`src/rtl/fpu_pkg.sv`:
```
// Shared FPU definitions: compare result encodings, compare modes and
// canonical quiet-NaN construction for any exponent/mantissa split.
package fpu_pkg;

    localparam logic [2:0] CMP_LT = 3'b100;
    localparam logic [2:0] CMP_GT = 3'b010;
    localparam logic [2:0] CMP_EQ = 3'b001;
    localparam logic [2:0] CMP_UN = 3'b000;

    localparam logic MODE_IEEE  = 1'b0;
    localparam logic MODE_TOTAL = 1'b1;

    // Returned value is zero-extended to 64 bits; callers slice their width.
    function automatic logic [63:0] canon_qnan(input int exp_w, input int man_w);
        logic [63:0] r;
        r = 64'd0;
        for (int i = 0; i < exp_w; i++) begin
            r[man_w + i] = 1'b1;
        end
        r[man_w - 1] = 1'b1;
        return r;
    endfunction

endpackage

```
`src/rtl/fp_classify.sv`:
```
// Combinational operand classifier for an IEEE-754-style format.
module fp_classify #(
    parameter int EXP_W = 5,
    parameter int MAN_W = 10
) (
    input  logic [EXP_W+MAN_W:0] op,
    output logic                 sign,
    output logic                 is_zero,
    output logic                 is_nan,
    output logic                 is_inf
);

    logic [EXP_W-1:0] exp_s;
    logic [MAN_W-1:0] man_s;

    // Split fields and derive class flags.
    always_comb begin
        exp_s   = op[EXP_W+MAN_W-1:MAN_W];
        man_s   = op[MAN_W-1:0];
        sign    = op[EXP_W+MAN_W];
        is_zero = (exp_s == {EXP_W{1'b0}}) && (man_s == {MAN_W{1'b0}});
        is_nan  = (&exp_s) && (|man_s);
        is_inf  = (&exp_s) && !(|man_s);
    end

endmodule

```
`src/rtl/fp_compare_pipe.sv`:
```
// Two-stage valid/ready floating-point comparator with IEEE and totalOrder
// modes plus min/max results.
module fp_compare_pipe
    import fpu_pkg::*;
#(
    parameter int  EXP_W = 5,
    parameter int  MAN_W = 10,
    parameter int  TAG_W = 4,
    localparam int W     = 1 + EXP_W + MAN_W
) (
    input  logic             clk,
    input  logic             rst,
    input  logic             in_valid,
    output logic             in_ready,
    input  logic [W-1:0]     in_x,
    input  logic [W-1:0]     in_y,
    input  logic             in_mode,
    input  logic [TAG_W-1:0] in_tag,
    output logic             out_valid,
    input  logic             out_ready,
    output logic [2:0]       out_cmp,
    output logic             out_unord,
    output logic [W-1:0]     out_min,
    output logic [W-1:0]     out_max,
    output logic [TAG_W-1:0] out_tag
);

    localparam logic [63:0]  QNAN_FULL = canon_qnan(EXP_W, MAN_W);
    localparam logic [W-1:0] QNAN      = QNAN_FULL[W-1:0];
    localparam logic [W-1:0] MSB_MASK  = {1'b1, {(W-1){1'b0}}};

    logic             s1_adv_s, s2_adv_s;
    logic             v1_q, v1_d, v2_q, v2_d;
    logic [W-1:0]     x1_q, x1_d, y1_q, y1_d;
    logic             mode1_q, mode1_d;
    logic [TAG_W-1:0] tag1_q, tag1_d, tag2_q, tag2_d;
    logic [2:0]       cmp_q, cmp_d, cmp_s;
    logic             unord_q, unord_d, unord_s;
    logic [W-1:0]     min_q, min_d, max_q, max_d, min_s, max_s;
    logic             sx_s, sy_s, zx_s, zy_s, nx_s, ny_s, ix_s, iy_s;
    logic             mag_gt_s, mag_eq_s;
    logic [W-1:0]     key_x_s, key_y_s;

    fp_classify #(.EXP_W(EXP_W), .MAN_W(MAN_W)) u_cls_x (
        .op(x1_q), .sign(sx_s), .is_zero(zx_s), .is_nan(nx_s), .is_inf(ix_s)
    );
    fp_classify #(.EXP_W(EXP_W), .MAN_W(MAN_W)) u_cls_y (
        .op(y1_q), .sign(sy_s), .is_zero(zy_s), .is_nan(ny_s), .is_inf(iy_s)
    );

    // Handshake: a stage moves when it is empty or its successor moves.
    always_comb begin
        s2_adv_s = !v2_q || out_ready;
        s1_adv_s = !v1_q || s2_adv_s;
        in_ready = s1_adv_s;
    end

    // Stage 1 capture of operands, mode and tag.
    always_comb begin
        v1_d    = v1_q;
        x1_d    = x1_q;
        y1_d    = y1_q;
        mode1_d = mode1_q;
        tag1_d  = tag1_q;
        if (s1_adv_s) begin
            v1_d = in_valid;
            if (in_valid) begin
                x1_d    = in_x;
                y1_d    = in_y;
                mode1_d = in_mode;
                tag1_d  = in_tag;
            end else begin
                x1_d = x1_q;
            end
        end else begin
            v1_d = v1_q;
        end
    end

    // Resolve ordering from stage-1 operands.
    always_comb begin
        mag_gt_s = x1_q[W-2:0] > y1_q[W-2:0];
        mag_eq_s = x1_q[W-2:0] == y1_q[W-2:0];
        key_x_s  = sx_s ? ~x1_q : (x1_q ^ MSB_MASK);
        key_y_s  = sy_s ? ~y1_q : (y1_q ^ MSB_MASK);
        cmp_s    = CMP_UN;
        unord_s  = 1'b0;
        if (mode1_q == MODE_IEEE) begin
            if (nx_s || ny_s) begin
                cmp_s   = CMP_UN;
                unord_s = 1'b1;
            end else if (zx_s && zy_s) begin
                cmp_s = CMP_EQ;
            end else if (sx_s != sy_s) begin
                cmp_s = sx_s ? CMP_LT : CMP_GT;
            end else if (mag_eq_s || (ix_s && iy_s)) begin
                cmp_s = CMP_EQ;
            end else if (mag_gt_s) begin
                cmp_s = sx_s ? CMP_LT : CMP_GT;
            end else begin
                cmp_s = sx_s ? CMP_GT : CMP_LT;
            end
        end else begin
            // Sign-folded keys make the bit patterns order as unsigned ints.
            if (key_x_s > key_y_s) begin
                cmp_s = CMP_GT;
            end else if (key_x_s == key_y_s) begin
                cmp_s = CMP_EQ;
            end else begin
                cmp_s = CMP_LT;
            end
        end
    end

    // Select min/max from the resolved ordering.
    always_comb begin
        min_s = x1_q;
        max_s = x1_q;
        case (cmp_s)
            CMP_LT: begin
                min_s = x1_q;
                max_s = y1_q;
            end
            CMP_GT: begin
                min_s = y1_q;
                max_s = x1_q;
            end
            CMP_EQ: begin
                min_s = x1_q;
                max_s = x1_q;
            end
            default: begin
                if (nx_s && ny_s) begin
                    min_s = QNAN;
                    max_s = QNAN;
                end else if (nx_s) begin
                    min_s = y1_q;
                    max_s = y1_q;
                end else begin
                    min_s = x1_q;
                    max_s = x1_q;
                end
            end
        endcase
    end

    // Stage 2 result holding register.
    always_comb begin
        v2_d    = v2_q;
        cmp_d   = cmp_q;
        unord_d = unord_q;
        min_d   = min_q;
        max_d   = max_q;
        tag2_d  = tag2_q;
        if (s2_adv_s) begin
            v2_d = v1_q;
            if (v1_q) begin
                cmp_d   = cmp_s;
                unord_d = unord_s;
                min_d   = min_s;
                max_d   = max_s;
                tag2_d  = tag1_q;
            end else begin
                cmp_d = cmp_q;
            end
        end else begin
            v2_d = v2_q;
        end
    end

    // Pipeline state registers.
    always_ff @(posedge clk or posedge rst) begin
        if (rst) begin
            v1_q    <= 1'b0;
            x1_q    <= {W{1'b0}};
            y1_q    <= {W{1'b0}};
            mode1_q <= 1'b0;
            tag1_q  <= {TAG_W{1'b0}};
            v2_q    <= 1'b0;
            cmp_q   <= CMP_UN;
            unord_q <= 1'b0;
            min_q   <= {W{1'b0}};
            max_q   <= {W{1'b0}};
            tag2_q  <= {TAG_W{1'b0}};
        end else begin
            v1_q    <= v1_d;
            x1_q    <= x1_d;
            y1_q    <= y1_d;
            mode1_q <= mode1_d;
            tag1_q  <= tag1_d;
            v2_q    <= v2_d;
            cmp_q   <= cmp_d;
            unord_q <= unord_d;
            min_q   <= min_d;
            max_q   <= max_d;
            tag2_q  <= tag2_d;
        end
    end

    assign out_valid = v2_q;
    assign out_cmp   = cmp_q;
    assign out_unord = unord_q;
    assign out_min   = min_q;
    assign out_max   = max_q;
    assign out_tag   = tag2_q;

endmodule

```
`config.mk`:
```
export PLATFORM = sky130hd
export DESIGN_NAME = fp_compare_pipe
export DESIGN_NICKNAME = d
export VERILOG_FILES = /design/src/rtl/fpu_pkg.sv /design/src/rtl/fp_classify.sv /design/src/rtl/fp_compare_pipe.sv
export SDC_FILE = /design/constraint.sdc
export NUM_CORES = 1
export LEC_CHECK = 0
export BUFFER_PORTS_ARGS = -buffer_cell sky130_fd_sc_hd__buf_2
export CAP_MARGIN = 20
export CELL_PAD_IN_SITES_DETAIL_PLACEMENT = 2
export CELL_PAD_IN_SITES_GLOBAL_PLACEMENT = 2
export CORE_AREA = 2 2 152 95
export CTS_CLUSTER_DIAMETER = 200
export DETAILED_ROUTE_END_ITERATION = 12
export DIE_AREA = 0 0 154 97
export PLACE_DENSITY_LB_ADDON = 0.3
export REMOVE_ABC_BUFFERS = 1
export SYNTH_ARGS = -nofsm -noshare
export SYNTH_HDL_FRONTEND = slang
export SYNTH_HIERARCHICAL = 1
export SYNTH_SLANG_ARGS = --single-unit
```
`constraint.sdc`:
```
create_clock -name clk -period 6.05 [get_ports clk]
set_clock_uncertainty 0.15 [all_clocks]
set_input_delay 0.605 -clock clk [delete_from_list [all_inputs] [get_ports clk]]
set_output_delay 0.605 -clock clk [all_outputs]
set_load 0.05 [all_outputs]
```
* Yosys cells after proc, flatten, opt, wreduce, memory -nomap -nowiden
Cells that the tools add are included.
Storage, ports and cells: register bits after elaboration 79, bits of input ports 41, output and inout port bits 42, logic and storage cells 70
Operators by class: order comparisons 2, equal/unequal tests 6, muxes and demuxes 18, bitwise logic cells 4, reduce and logical (&&, ||, !) cells 29
Operator list (count):
- 2-to-1 mux 16 bit | 4
- case mux 16 bit (2 select lines) | 2
- NOT 16 bit | 2
- 2-to-1 mux 3 bit | 10
- logical NOT 10 bit | 2
- OR reduction 10 bit | 2
- equality test 16 bit | 1
- greater-than comparator 16 bit | 1
- equality test 15 bit | 1
- greater-than comparator 15 bit | 1
- logical NOT 5 bit | 2
- AND reduction 5 bit | 2
- logical AND 1 bit | 9
- logical NOT 1 bit | 4
- logical OR 1 bit | 4
- AND reduction 2 bit | 2
- OR reduction 2 bit | 2
- equality test 3 x 1 -> 1 bit (second input constant) | 1
- equality test 3 x 2 -> 1 bit (second input constant) | 1
- equality test 3 bit (second input constant) | 1
- 2-to-1 mux 1 bit | 2
- NOT 1 bit | 2
- != test 1 bit | 1

* Longest topological paths before layout
depth after elaboration 13, depth in mapped cells 14, mapped depth without buffers 9

* Cells and area by module
The synthesis kept the hierarchy.
Modules (own cells, without submodules):
- fp_compare_pipe | instances 1, cells each 510, area each 4760.8 um^2, seq. area each 1976.9 um^2
- fp_classify | instances 2, cells each 11, area each 68.8 um^2, seq. area each 0.0 um^2

* Worst setup path after synthesis
OpenSTA, ideal clock, no wires.
kind register to register, start reg x1_q[15], end reg max_q[0], in the netlist out_max[0], setup time 82 ps, arrival 3274 ps, data required time 5818 ps, path slack 2544 ps, stages on the path, launching flop included 14, buffers on the path 5, clock period less this slack 3506 ps, path through dfrtp_1 > buf_4 > clkbuf_1 > clkbuf_1 > xor2_1 > ha_1 > a21o_1 > a21o_1 > a211oi_1 > and3_1 > clkbuf_1 > clkbuf_1 > o21ai_0 > a31oi_1
Between the ends: cells in the longest elaborated chain, start to end 10, elaborated cells on any way between the ends 21, classes of those cells 1 x order compare; 5 x eq/ne; 12 x mux; 2 x bitwise; 1 x reduce/logical
Ends and longest elaborated chain:
- from (decl) | RTL line fp_compare_pipe.sv:34 | logic [W-1:0] x1_q, x1_d, y1_q, y1_d;
- from (signal assigned) | RTL line fp_compare_pipe.sv:175 | x1_q <= {W{1'b0}};
- branches (longest 6 deep; another with greater-than comparator 16 bit)
- 2-to-1 mux 3 bit * | RTL line fp_compare_pipe.sv:88 | if (mode1_q == MODE_IEEE) begin
- equality test 3 x 1 -> 1 bit or equality test 3 x 2 -> 1 bit (tied branches) | RTL line fp_compare_pipe.sv:119 | case (cmp_s)
- OR reduction 2 bit (no line)
- case mux 16 bit (2 select lines) * | RTL line fp_compare_pipe.sv:119
- to (signal assigned) | RTL line fp_compare_pipe.sv:183 | max_q <= {W{1'b0}};
- to (signal assigned) | RTL line fp_compare_pipe.sv:195 | max_q <= max_d;
- to (decl) | RTL line fp_compare_pipe.sv:39 | logic [W-1:0] min_q, min_d, max_q, max_d, min_s, max_s;
Every way passes the cells marked *. A chain may end at the register's enable or synchronous reset.

* Worst setup path after layout
start reg x1_q[15], end reg max_q[9], in the netlist out_max[9]
Same word-level chain as after synthesis.

==> results.ini <==
[status]
status = complete, no violations

[cts]
root_buffer = clkbuf_16
hold_buffers = 0
htreeDepth = 3
clock_sinks = 79
ctsResizeCount = 0
clkSlewWorstSetupHoldPaths_ps = 70
cts_tree = done
cts_max_path_buffers = 2
clk_latency_ps = 350
numCtsBuffers = 9
post_cts_buffers = 0

[floorplan]
rows = 33
die_area_um2 = 14900
die_w_um = 154
start_util = 0.365
ios = 83
placeableCoreArea_um2 = 13400
die_y_um = 97

[power]
power_frac_clock = 0.237
total_power_mw = 2.60
seqPwrFrac = 0.316
intPower_mw = 1.38
switching_share = 0.471
peakVddDrop_v = 0.000166
power_frac_comb = 0.447
power_density_nw_per_um2 = 447
leakage_nw = 2.53
p_sw_mw = 1.22

[setup_path]
crit_family = compound AO/OA/AOI/OAI gates
crit_fanout = 23
max_stage_delay_ps = 1040
crit_path_frequent_cell = a21o_1
cp_num_buf_inv = 0
cp.required_ps = 6160
cp_slowest_cell = dfrtp_1
worstSetupPathType = flip-flop to flip-flop
arrival_ps = 4290
crit_path_end_kind = flip-flop
path_cells = xor2_1 -> ha_1 -> a21o_1 -> a21o_1 -> a211oi_1 -> and3_1 -> o21ai_0 -> a31oi_1
start_kind = flip-flop

[timing]
grt_setup_unrepaired = no
hold_viol_final = 0
finalCriticalPeriod_ps = 4180
whs_ps = 190
clock.fmax_mhz = 239
period_share = 0.691
drv_slew = 0
setup_viol = 0
tightest_slew_ps = 1050
relSlewSlack = 0.299
fin_setup_tns_ps = 0

[route]
dr.pass1.iters = 4
wirelength_um = 17600
drt_iter0_drc = 225
ant_nets = 0
vias_per_cell = 5.72
wl_per_cell_um = 22.6
post-route-drc-count = 0
vias = 4448

[global_routing]
grt_start_max_net_pins = 80
met1_usage = 0.349
grt-ovfl-total = 0
antenna_found_initial = 0
grt_pass1_vias = 4811
met2_usage = 0.392
grt_pass1_wl_um = 28100
use_met3 = 0.0390
track_usage = 0.243
grt.busiest_layer = met2

[finish]
final_cell_mix = buf_2 (82), dfrtp_1 (79), nor2_1 (66), o21ai_0 (50), mux2_2 (37)
layout_commonest_cell = buf_2
multi_input_comb_area_um2 = 2720
register_area_um2 = 1980
drive_gt1_frac = 0.257
syn2layout_area_growth_pct = 18.9
fin_util = 0.434
finalNetCount = 670
fillers = 1443
antenna_cells = 0

[synth]
yosysSeqAreaShare = 0.404
syn_area_per_cell_um2 = 9.21
synth_area_leaders = dfrtp_1 (40%), mux2_2 (8.5%), ha_1 (7.9%)
postSynthCellCount = 532
ys_seq_elements = 79
yosysWarnings = 6
synth_area_um2 = 4900
synth_cell_type_count = 44
synth_top_area_share = 0.404
synth_top_area_cell = dfrtp_1

[placement]
port_buffers = 82
place.gp.congestion = 0.906
hpwl_um = 11900

[hold_path]
hold_path_class = input pin to async pin

[run]
cap_violations = 0

## per-stage QoR
step	setup slack [ps]	std cells	cell area (um2)
2_1_floorplan	2630	497	4750
3_3_place_gp	2290	759	5430
3_5_place_dp	2000	759	5430
4_1_cts	1910	775	5760
5_1_grt	1660	778	5820
6_report	1870	778	5820
## power by group through the flow
stage,logic (mW),registers [mW],clock network (mW)
2_1_floorplan,0.475,1.12,0
3_3_place_gp,1.09,0.821,0
3_5_place_dp,1.14,0.831,0
4_1_cts,1.16,0.822,0.626
5_1_grt,1.25,0.846,0.651
6_report,1.16,0.822,0.618
## worst reg2reg max path: stages, from the launching register on
cell and delay, ps:
dfrtp_1 1040, xor2_1 190, ha_1 360, a21o_1 190, a21o_1 180, a211oi_1 710, and3_1 800, o21ai_0 250
a31oi_1 220
## path summary, 6_finish.rpt
check	startpoint	end	slack (ps)	depth (start not counted)
worst max-delay path	x1_q[15]	out_max[9]	1870	8
worst min-delay path	rst	out_tag[1]	190	3
worst max register to register	x1_q[15]	out_max[9]	1870	8
worst min register to register	tag1_q[3]	out_tag[3]	330	2
max in group asynchronous	rst	y1_q[15]	4950	4
min in group clk	tag1_q[3]	out_tag[3]	330	2
## kinds of logic after synthesis
family          count (synthesis)  synth area share
simple gates                  144             0.135
compound gates                158             0.199
fa+ha+maj                      31            0.0792
buf+inv                        53            0.0447
mux                            37            0.0851
xor+xnor                       30            0.0536
flops                          79             0.404
## registers in the layout, indices dropped and copies added, names as in the netlist, 3 cells and up
register and cells:
x1_q 16, out_tag 4, out_min 16, y1_q 16, out_max 16, tag1_q 4
out_cmp 3
## layout make-up
cell class	count	share of cell area
Multi-Input combinational cell	400	0.467
Sequential cell	79	0.339
Timing Repair Buffer	90	0.0877
Clock buffer	9	0.0387
Tap cell	175	0.0376
Clock inverter	7	0.0176
Inverter	18	0.0118
## cells in the mapped netlist
cell type  count
and3_2         2
nor2_1        66
a221oi_1       1
nand2b_1       3
o221ai_1       1
and3_1         2
nand3b_1       2
a21o_1         4
clkbuf_1      29
xor2_1        15
nand4_1        7
a22oi_1       10
o211ai_1       3
o41a_1         1
xnor2_1       15
o21ai_0       50
o31ai_1       17
a31o_4         1
or4_4          1
o21ai_1       10
mux2_2        37
nand3_1        7
clkbuf_2       1
or2_2          1
a21oi_4        1
inv_1         18
nor4_1         5
buf_1          1
o21a_1         2
nor3_2         2
dfrtp_1       79
a211oi_1       3
or4_1          2
a2111o_1       1
and4_1         1
nand2_1       36
a21oi_1       19
a21boi_1       1
ha_1          31
buf_6          1
buf_4          3
a31oi_1       33
nor2b_1        6
and2_1         1
## per-layer routing
layer | part of all wire | routed length (um) | vias up
met4 | 0.0088 | 155 | 0
met3 | 0.042 | 745 | 12
met1 | 0.49 | 8550 | 2276
met5 | 0 | 0 | -
met2 | 0.46 | 8160 | 103
li1 | - | - | 2057
(Power assumes the default switching activity.)
